### src/rtl/mips_bus_pkg.sv
// Shared definitions for the MIPS load/store path to the Avalon-MM master.
//   - access size encodings as seen on the core request
//   - memory-unit FSM state type
//   - alignment check, lane-enable and store-data replication helpers
package mips_bus_pkg;

  localparam logic [1:0] SIZE_BYTE = 2'd0;
  localparam logic [1:0] SIZE_HALF = 2'd1;
  localparam logic [1:0] SIZE_WORD = 2'd2;

  typedef enum logic [1:0] {
    IDLE = 2'd0,
    BUS  = 2'd1,
    RESP = 2'd2
  } state_t;

  // Size 3 has no meaning on the core side, so it is reported as misaligned.
  function automatic logic is_misaligned(input logic [1:0] size,
                                         input logic [1:0] addr_lo);
    case (size)
      SIZE_BYTE: return 1'b0;
      SIZE_HALF: return addr_lo[0];
      SIZE_WORD: return (addr_lo != 2'b00);
      default:   return 1'b1;
    endcase
  endfunction

  function automatic logic [3:0] calc_byteenable(input logic [1:0] size,
                                                 input logic [1:0] addr_lo);
    case (size)
      SIZE_BYTE: return 4'b0001 << addr_lo;
      SIZE_HALF: return 4'b0011 << addr_lo;
      default:   return 4'b1111;
    endcase
  endfunction

  // Store data is right-justified on the core side; the bus wants it on
  // every lane so byteenable alone picks the written bytes.
  function automatic logic [31:0] replicate_wdata(input logic [1:0]  size,
                                                  input logic [31:0] wdata);
    case (size)
      SIZE_BYTE: return {4{wdata[7:0]}};
      SIZE_HALF: return {2{wdata[15:0]}};
      default:   return wdata;
    endcase
  endfunction

endpackage

### src/rtl/mips_load_align.sv
// Load data alignment: picks the addressed byte/half lane out of a 32-bit
// little-endian bus word and sign- or zero-extends it to 32 bits.
// Purely combinational.
//   size_i     : access size (byte/half/word)
//   signed_i   : 1 = sign-extend, 0 = zero-extend
//   addr_lo_i  : byte offset within the word
//   rdata_i    : raw bus read data
//   data_o     : right-justified, extended load result
module mips_load_align
  import mips_bus_pkg::*;
(
  input  logic [1:0]  size_i,
  input  logic        signed_i,
  input  logic [1:0]  addr_lo_i,
  input  logic [31:0] rdata_i,
  output logic [31:0] data_o
);

  logic [31:0] shifted;
  logic [7:0]  byte_sel;
  logic [15:0] half_sel;

  always_comb begin
    shifted  = rdata_i >> {addr_lo_i, 3'b000};
    byte_sel = shifted[7:0];
    half_sel = addr_lo_i[1] ? rdata_i[31:16] : rdata_i[15:0];
    case (size_i)
      SIZE_BYTE: data_o = {{24{signed_i & byte_sel[7]}}, byte_sel};
      SIZE_HALF: data_o = {{16{signed_i & half_sel[15]}}, half_sel};
      default:   data_o = rdata_i;
    endcase
  end

endmodule

### src/rtl/mips_avalon_mem_unit.sv
// Load/store front-end between the multicycle MIPS core and an Avalon-MM
// master port. One access in flight at a time; all outputs registered.
//   core side : req_valid/req_ready handshake, req_write, req_size,
//               req_signed, req_addr, req_wdata; resp_valid pulse with
//               resp_rdata and resp_error
//   bus side  : address (word aligned), read, write, writedata,
//               byteenable, waitrequest, readdata
// TIMEOUT bounds how long a strobe may sit under waitrequest; 0 disables it.
module mips_avalon_mem_unit
  import mips_bus_pkg::*;
#(
  parameter int ADDR_W  = 32,
  parameter int TIMEOUT = 255
) (
  input  logic              clk,
  input  logic              reset,
  input  logic              req_valid,
  output logic              req_ready,
  input  logic              req_write,
  input  logic [1:0]        req_size,
  input  logic              req_signed,
  input  logic [ADDR_W-1:0] req_addr,
  input  logic [31:0]       req_wdata,
  output logic              resp_valid,
  output logic [31:0]       resp_rdata,
  output logic              resp_error,
  output logic [ADDR_W-1:0] address,
  output logic              read,
  output logic              write,
  input  logic              waitrequest,
  output logic [31:0]       writedata,
  output logic [3:0]        byteenable,
  input  logic [31:0]       readdata
);

  localparam int CNT_W = (TIMEOUT < 2) ? 1 : $clog2(TIMEOUT + 1);

  state_t              state_q, state_d;
  logic                req_ready_q, req_ready_d;
  logic                resp_valid_q, resp_valid_d;
  logic                resp_error_q, resp_error_d;
  logic [31:0]         resp_rdata_q, resp_rdata_d;
  logic [ADDR_W-1:0]   address_q, address_d;
  logic                read_q, read_d;
  logic                write_q, write_d;
  logic [31:0]         writedata_q, writedata_d;
  logic [3:0]          byteenable_q, byteenable_d;
  logic [1:0]          size_q, size_d;
  logic                signed_q, signed_d;
  logic [1:0]          addr_lo_q, addr_lo_d;
  logic [CNT_W-1:0]    cnt_q, cnt_d;

  logic                accept;
  logic                misaligned;
  logic                strobe;
  logic                done;
  logic                timeout_hit;
  logic [CNT_W-1:0]    cnt_inc;
  logic [31:0]         load_data;

  mips_load_align u_load_align (
    .size_i    (size_q),
    .signed_i  (signed_q),
    .addr_lo_i (addr_lo_q),
    .rdata_i   (readdata),
    .data_o    (load_data)
  );

  // Accept only while req_ready is actually shown to the core.
  assign accept     = (state_q == IDLE) && req_ready_q && req_valid;
  assign misaligned = is_misaligned(req_size, req_addr[1:0]);
  assign strobe     = read_q | write_q;
  assign done       = (state_q == BUS) && strobe && !waitrequest;
  assign cnt_inc    = cnt_q + CNT_W'(1);
  // Abort on the edge where the stall count would reach TIMEOUT, so the
  // strobe is visible for exactly TIMEOUT stalled cycles.
  assign timeout_hit = (TIMEOUT != 0) && (state_q == BUS) && strobe &&
                       waitrequest && (cnt_inc == CNT_W'(TIMEOUT));

  always_ff @(posedge clk) begin
    if (reset) begin
      state_q      <= IDLE;
      req_ready_q  <= 1'b0;
      resp_valid_q <= 1'b0;
      resp_error_q <= 1'b0;
      resp_rdata_q <= '0;
      address_q    <= '0;
      read_q       <= 1'b0;
      write_q      <= 1'b0;
      writedata_q  <= '0;
      byteenable_q <= '0;
      size_q       <= '0;
      signed_q     <= 1'b0;
      addr_lo_q    <= '0;
      cnt_q        <= '0;
    end else begin
      state_q      <= state_d;
      req_ready_q  <= req_ready_d;
      resp_valid_q <= resp_valid_d;
      resp_error_q <= resp_error_d;
      resp_rdata_q <= resp_rdata_d;
      address_q    <= address_d;
      read_q       <= read_d;
      write_q      <= write_d;
      writedata_q  <= writedata_d;
      byteenable_q <= byteenable_d;
      size_q       <= size_d;
      signed_q     <= signed_d;
      addr_lo_q    <= addr_lo_d;
      cnt_q        <= cnt_d;
    end
  end

  always_comb begin
    state_d = state_q;
    case (state_q)
      IDLE:    if (accept) state_d = misaligned ? RESP : BUS;
      BUS:     if (done || timeout_hit) state_d = RESP;
      RESP:    state_d = IDLE;
      default: state_d = IDLE;
    endcase
  end

  always_comb begin
    req_ready_d  = (state_d == IDLE);
    resp_valid_d = 1'b0;
    resp_error_d = 1'b0;
    resp_rdata_d = '0;
    address_d    = address_q;
    read_d       = read_q;
    write_d      = write_q;
    writedata_d  = writedata_q;
    byteenable_d = byteenable_q;
    size_d       = size_q;
    signed_d     = signed_q;
    addr_lo_d    = addr_lo_q;
    cnt_d        = cnt_q;

    if (accept) begin
      size_d    = req_size;
      signed_d  = req_signed;
      addr_lo_d = req_addr[1:0];
      cnt_d     = '0;
      if (misaligned) begin
        resp_valid_d = 1'b1;
        resp_error_d = 1'b1;
      end else begin
        address_d    = {req_addr[ADDR_W-1:2], 2'b00};
        byteenable_d = calc_byteenable(req_size, req_addr[1:0]);
        writedata_d  = replicate_wdata(req_size, req_wdata);
        read_d       = !req_write;
        write_d      = req_write;
      end
    end

    if (state_q == BUS) begin
      if (waitrequest) cnt_d = cnt_inc;
      if (done) begin
        read_d       = 1'b0;
        write_d      = 1'b0;
        resp_valid_d = 1'b1;
        resp_rdata_d = read_q ? load_data : 32'd0;
      end else if (timeout_hit) begin
        read_d       = 1'b0;
        write_d      = 1'b0;
        resp_valid_d = 1'b1;
        resp_error_d = 1'b1;
      end
    end
  end

  assign req_ready  = req_ready_q;
  assign resp_valid = resp_valid_q;
  assign resp_error = resp_error_q;
  assign resp_rdata = resp_rdata_q;
  assign address    = address_q;
  assign read       = read_q;
  assign write      = write_q;
  assign writedata  = writedata_q;
  assign byteenable = byteenable_q;

endmodule

### config.mk
export PLATFORM = sky130hd
export DESIGN_NAME = mips_avalon_mem_unit
export DESIGN_NICKNAME = d
export VERILOG_FILES = /design/src/rtl/mips_bus_pkg.sv /design/src/rtl/mips_load_align.sv /design/src/rtl/mips_avalon_mem_unit.sv
export SDC_FILE = /design/constraint.sdc
export NUM_CORES = 1
export LEC_CHECK = 0
export CAP_MARGIN = 15
export CORE_MARGIN = 2
export CORE_UTILIZATION = 40
export CTS_BUF_LIST = sky130_fd_sc_hd__clkbuf_4
export DETAILED_ROUTE_END_ITERATION = 16
export PLACE_DENSITY = 0.79
export SYNTH_ARGS = -nofsm -noshare
export SYNTH_HDL_FRONTEND = slang
export SYNTH_SLANG_ARGS = --single-unit
### constraint.sdc
create_clock -name clk -period 1.91 [get_ports clk]
set_input_delay 0.191 -clock clk [delete_from_list [all_inputs] [get_ports clk]]
set_output_delay 0.191 -clock clk [all_outputs]
set_load 0.1 [all_outputs]
==> results <==
[placed cells by master, fill, tap and decap left out, types with 3 or more instances in the layout]
cell	netlist	final
buf_12	0	5
clkbuf_4	0	17
a311oi_1	10	10
mux2i_1	17	17
nand4_1	3	3
dfxtp_2	0	3
nand2b_1	3	3
buf_4	10	128
a21o_1	3	3
nand3b_1	10	10
bufinv_16	0	3
inv_1	10	10
a31oi_1	5	5
clkinv_2	0	3
dfxtp_1	118	115
a211oi_1	11	11
nand2_1	164	164
clkinv_4	0	3
nor2_1	37	37
nor3_1	4	4
o21ai_0	46	46
a221oi_1	7	7
clkinvlp_4	0	4
clkdlybuf4s50_1	0	102
a21oi_1	86	86
[layout make-up]
type / instances / area [sq um]
timing repair buffer: 237 / 2100
sequential: 118 / 2370
multi-input combinational: 441 / 2330
clock buffer: 17 / 128
clock inverter: 15 / 179
fill: 1053 / 4710
inverter: 11 / 41.3
tap: 168 / 210
[worst max-delay path, delay by kind of cell (launching register included)]
family          cells  cell delay, ns
compound gates      3            0.79
simple gates        2            0.43
flops               1            0.33
buf+inv             1            0.15
[routing by layer]
| layer | part of all wire (%) | global-route usage [%] | up-vias |
|---|---|---|---|
| met2 | 47 | 38.2 | 251 |
| met1 | 40 | 26.2 | 2424 |
| met5 | 0 | 0 | - |
| met4 | 2.6 | 9.72 | 0 |
| li1 | - | - | 2531 |
| met3 | 11 | 7.43 | 28 |
[registers in the layout (all words and copies together) (netlist names)]
name	flops
resp_rdata	32
writedata	32
address	30
cnt_q	8
byteenable	4
addr_lo_q	2
size_q	2
state_q	2
read	1
req_ready	1
resp_error	1
resp_valid	1
signed_q	1
write	1
[logic make-up (layout without fill, tap and decap cells)]
logic type | count (synthesis) | in the layout | synth area share, %
muxes | 19 | 19 | 4.11
DFF | 118 | 118 | 47.6
buffers and inverters | 60 | 280 | 5.69
and+or+nand+nor | 239 | 239 | 21.1
AOI/OAI and AO/OA | 177 | 177 | 20.6
adders and majority gates | 2 | 2 | 0.504
other | 1 | 2 | 0.0755
xor gates and xnor gates | 2 | 2 | 0.353
[power breakdown]
group | internal [mW] | switching (mW) | total [mW]
Sequential | 2.53 | 0.0464 | 2.58
Combinational | 0.417 | 0.814 | 1.23
Clock | 0.913 | 1.02 | 1.94
Total | 3.86 | 1.88 | 5.75
[metrics by stage]
step	setup TNS, ns	std cells	utilization, %
floorplan	0	619	-
global placement	0	974	58.4
detailed placement	-0.790	974	58.4
CTS	0	1007	61.0
global route	0	1007	61.0
finish	0	1007	61.0
[how the worst min path moves through the flow]
stage	slack, ns	depth (start not counted)	to	start
2_1_floorplan	0.33	2	addr_lo_q[0]	req_addr[0]
3_3_place_gp	0.44	2	address[25]	address[25]
3_5_place_dp	0.45	2	address[16]	address[16]
4_1_cts	0.18	3	address[16]	req_addr[16]
5_1_grt	0.18	3	address[16]	req_addr[16]
6_report	0.22	3	address[16]	req_addr[16]
[timing repair]
action                                 in CTS  in global routing
setup endpoints to repair                   0                  0
gates resized for setup                     0                  0
hold buffers                                1                  0
endpoints found under the hold margin       2                  0
==> summary.md <==
| Metric | Value |
|---|---|
| Status | `finished, final reports clean` |
| Dpl ws | `-0.0620 ns` |
| Slowest-stage cell, CP | `a2111o_1` |
| Critical Path Start | `cnt_q[1]` |
| Worst Path Arrival | `about 2.2 ns` |
| Core ar. | `12100 sq um` |
| Overall power | `between 5 and 6 mW` |
| Ant diodes | `0` |
| Sequential area share after synthesis | `47.6%` |
| Mapped Area | `between 4000 and 5000 sq um` |
| Die X | `approximately 120 microns` |
| CP startpoint kind | `flop` |
| DIE AREA | `~13000 sq um` |
| GR Overflow Total | `0` |
| Post-synth ARST share | `0%` |
| Ranking of synthesized cells by area | `dfxtp_1 48%, nand2_1 12%, a21oi_1 8.7%, o21ai_0 4.6%, mux2i_1 3.4%` |
| Dominant cell type by area after synthesis | `dfxtp_1` |
| Clock Tree Buf Depth | `2` |
| First-pass GRT wire length | `23900 microns` |
| Critical Path End Type | `flop` |
| Largest net degree at the start of global routing | `67` |
| Area grow syn2layout | `48.1%` |
| Vias in the first global route | `5013` |
| Peak Freq | `around 560 MHz` |
| WL final | `~15000 microns` |
| Worst-skew pair later-pin latency | `0.51 ns` |
| Vias per inst | `5.20` |
| Setup-failing EPs final | `0` |
| Share of cells above drive strength 1 | `between 20% and 30%` |
| Clock slew at reported path FFs | `0.12 ns` |
| Setup CP Type | `reg -> reg` |
| Clock sink count | `118` |
| CTS H-tree lvls | `4` |
| Synth Register Bits | `118` |
| CTS tree | `yes` |
| Gp weighted congestion | `0.848` |
| Syn avg cell area | `between 8 and 9 sq um` |
| Clock root cell | `clkbuf_4` |
| Antenna Violating Nets Remaining | `0` |
| Flop2flop setup slack | `~0.13 ns` |
| Post-CTS Setup Bufs | `0` |
| Initial antenna violation count | `0` |
| Worst Tran Pin Value | `0.692 ns` |
| R2r worst-path depth | `6` |
| Final hold slack | `between 0.2 and 0.25 ns` |
| CP Cell Sequence | `buf_4 > and3_4 > nor4b_2 > o21ai_1 > a2111o_1 > a31oi_1` |
| Max-cap viol count | `0` |
| Dpl cell area | `7040 sq um` |
| Final period utilization | `93.0%` |
| Die H | `about 120 microns` |
| Static leakage | `approximately 2.9 nW` |
| R2r endpoint | `resp_valid` |
| Setup Skew | `0.0172 ns` |
| Num rows | `40` |
| Fin crit period | `approximately 1.8 ns` |
| Maximum vdd ir drop | `a little over 0.0004 V` |
| Fin. max-slew vios | `0` |
| DRC viols | `0` |
| Worst hold path class | `in -> reg` |
| CP required | `about 2.3 ns` |
| Detailed placement HPWL | `between 10000 and 15000 microns` |
| WL/cell | `15.1 microns` |
| Initial Utilization | `between 40 and 50%` |
| Most frequent cells after synthesis | `164 x nand2_1, 118 x dfxtp_1, 86 x a21oi_1` |
| Detailed-route via count | `5234` |
| Pwr dens | `around 800 nW/um^2` |
| Crit path largest cell delay | `~0.47 ns` |
| Initial DRC Count | `approximately 410` |
| Cell variety after synth | `52` |
| Most common cell in the synthesized netlist | `nand2_1` |
| Ys flop type | `dfxtp_1` |
| Final-stage net count | `932` |
| Worst Setup EP | `resp_valid` |
| PortBufs | `a little over 200` |
| Critical-path maximum fanout | `6` |
| RR Startpoint | `cnt_q[1]` |
| Post-synth EDFFs | `0` |
| All-layer global routing usage | `around 23%` |
| Final worst setup slack | `approximately 0.13 ns` |
| Drt first pass iters | `6` |
| Design area | `between 7000 and 8000 sq um` |
| Synthesis Warnings | `0` |
| Total CTS buffers | `17` |
| Final hold vios | `0` |
| Synth Instances | `approximately 620` |
| Slew margin rel. | `a little over half` |
| Unrepaired setup endpoints after global routing | `no` |
| Post-synth top area share | `between 40% and 50%` |
| IO Count | `about 210` |
No activity file was read; power rests on OpenSTA's default activity.
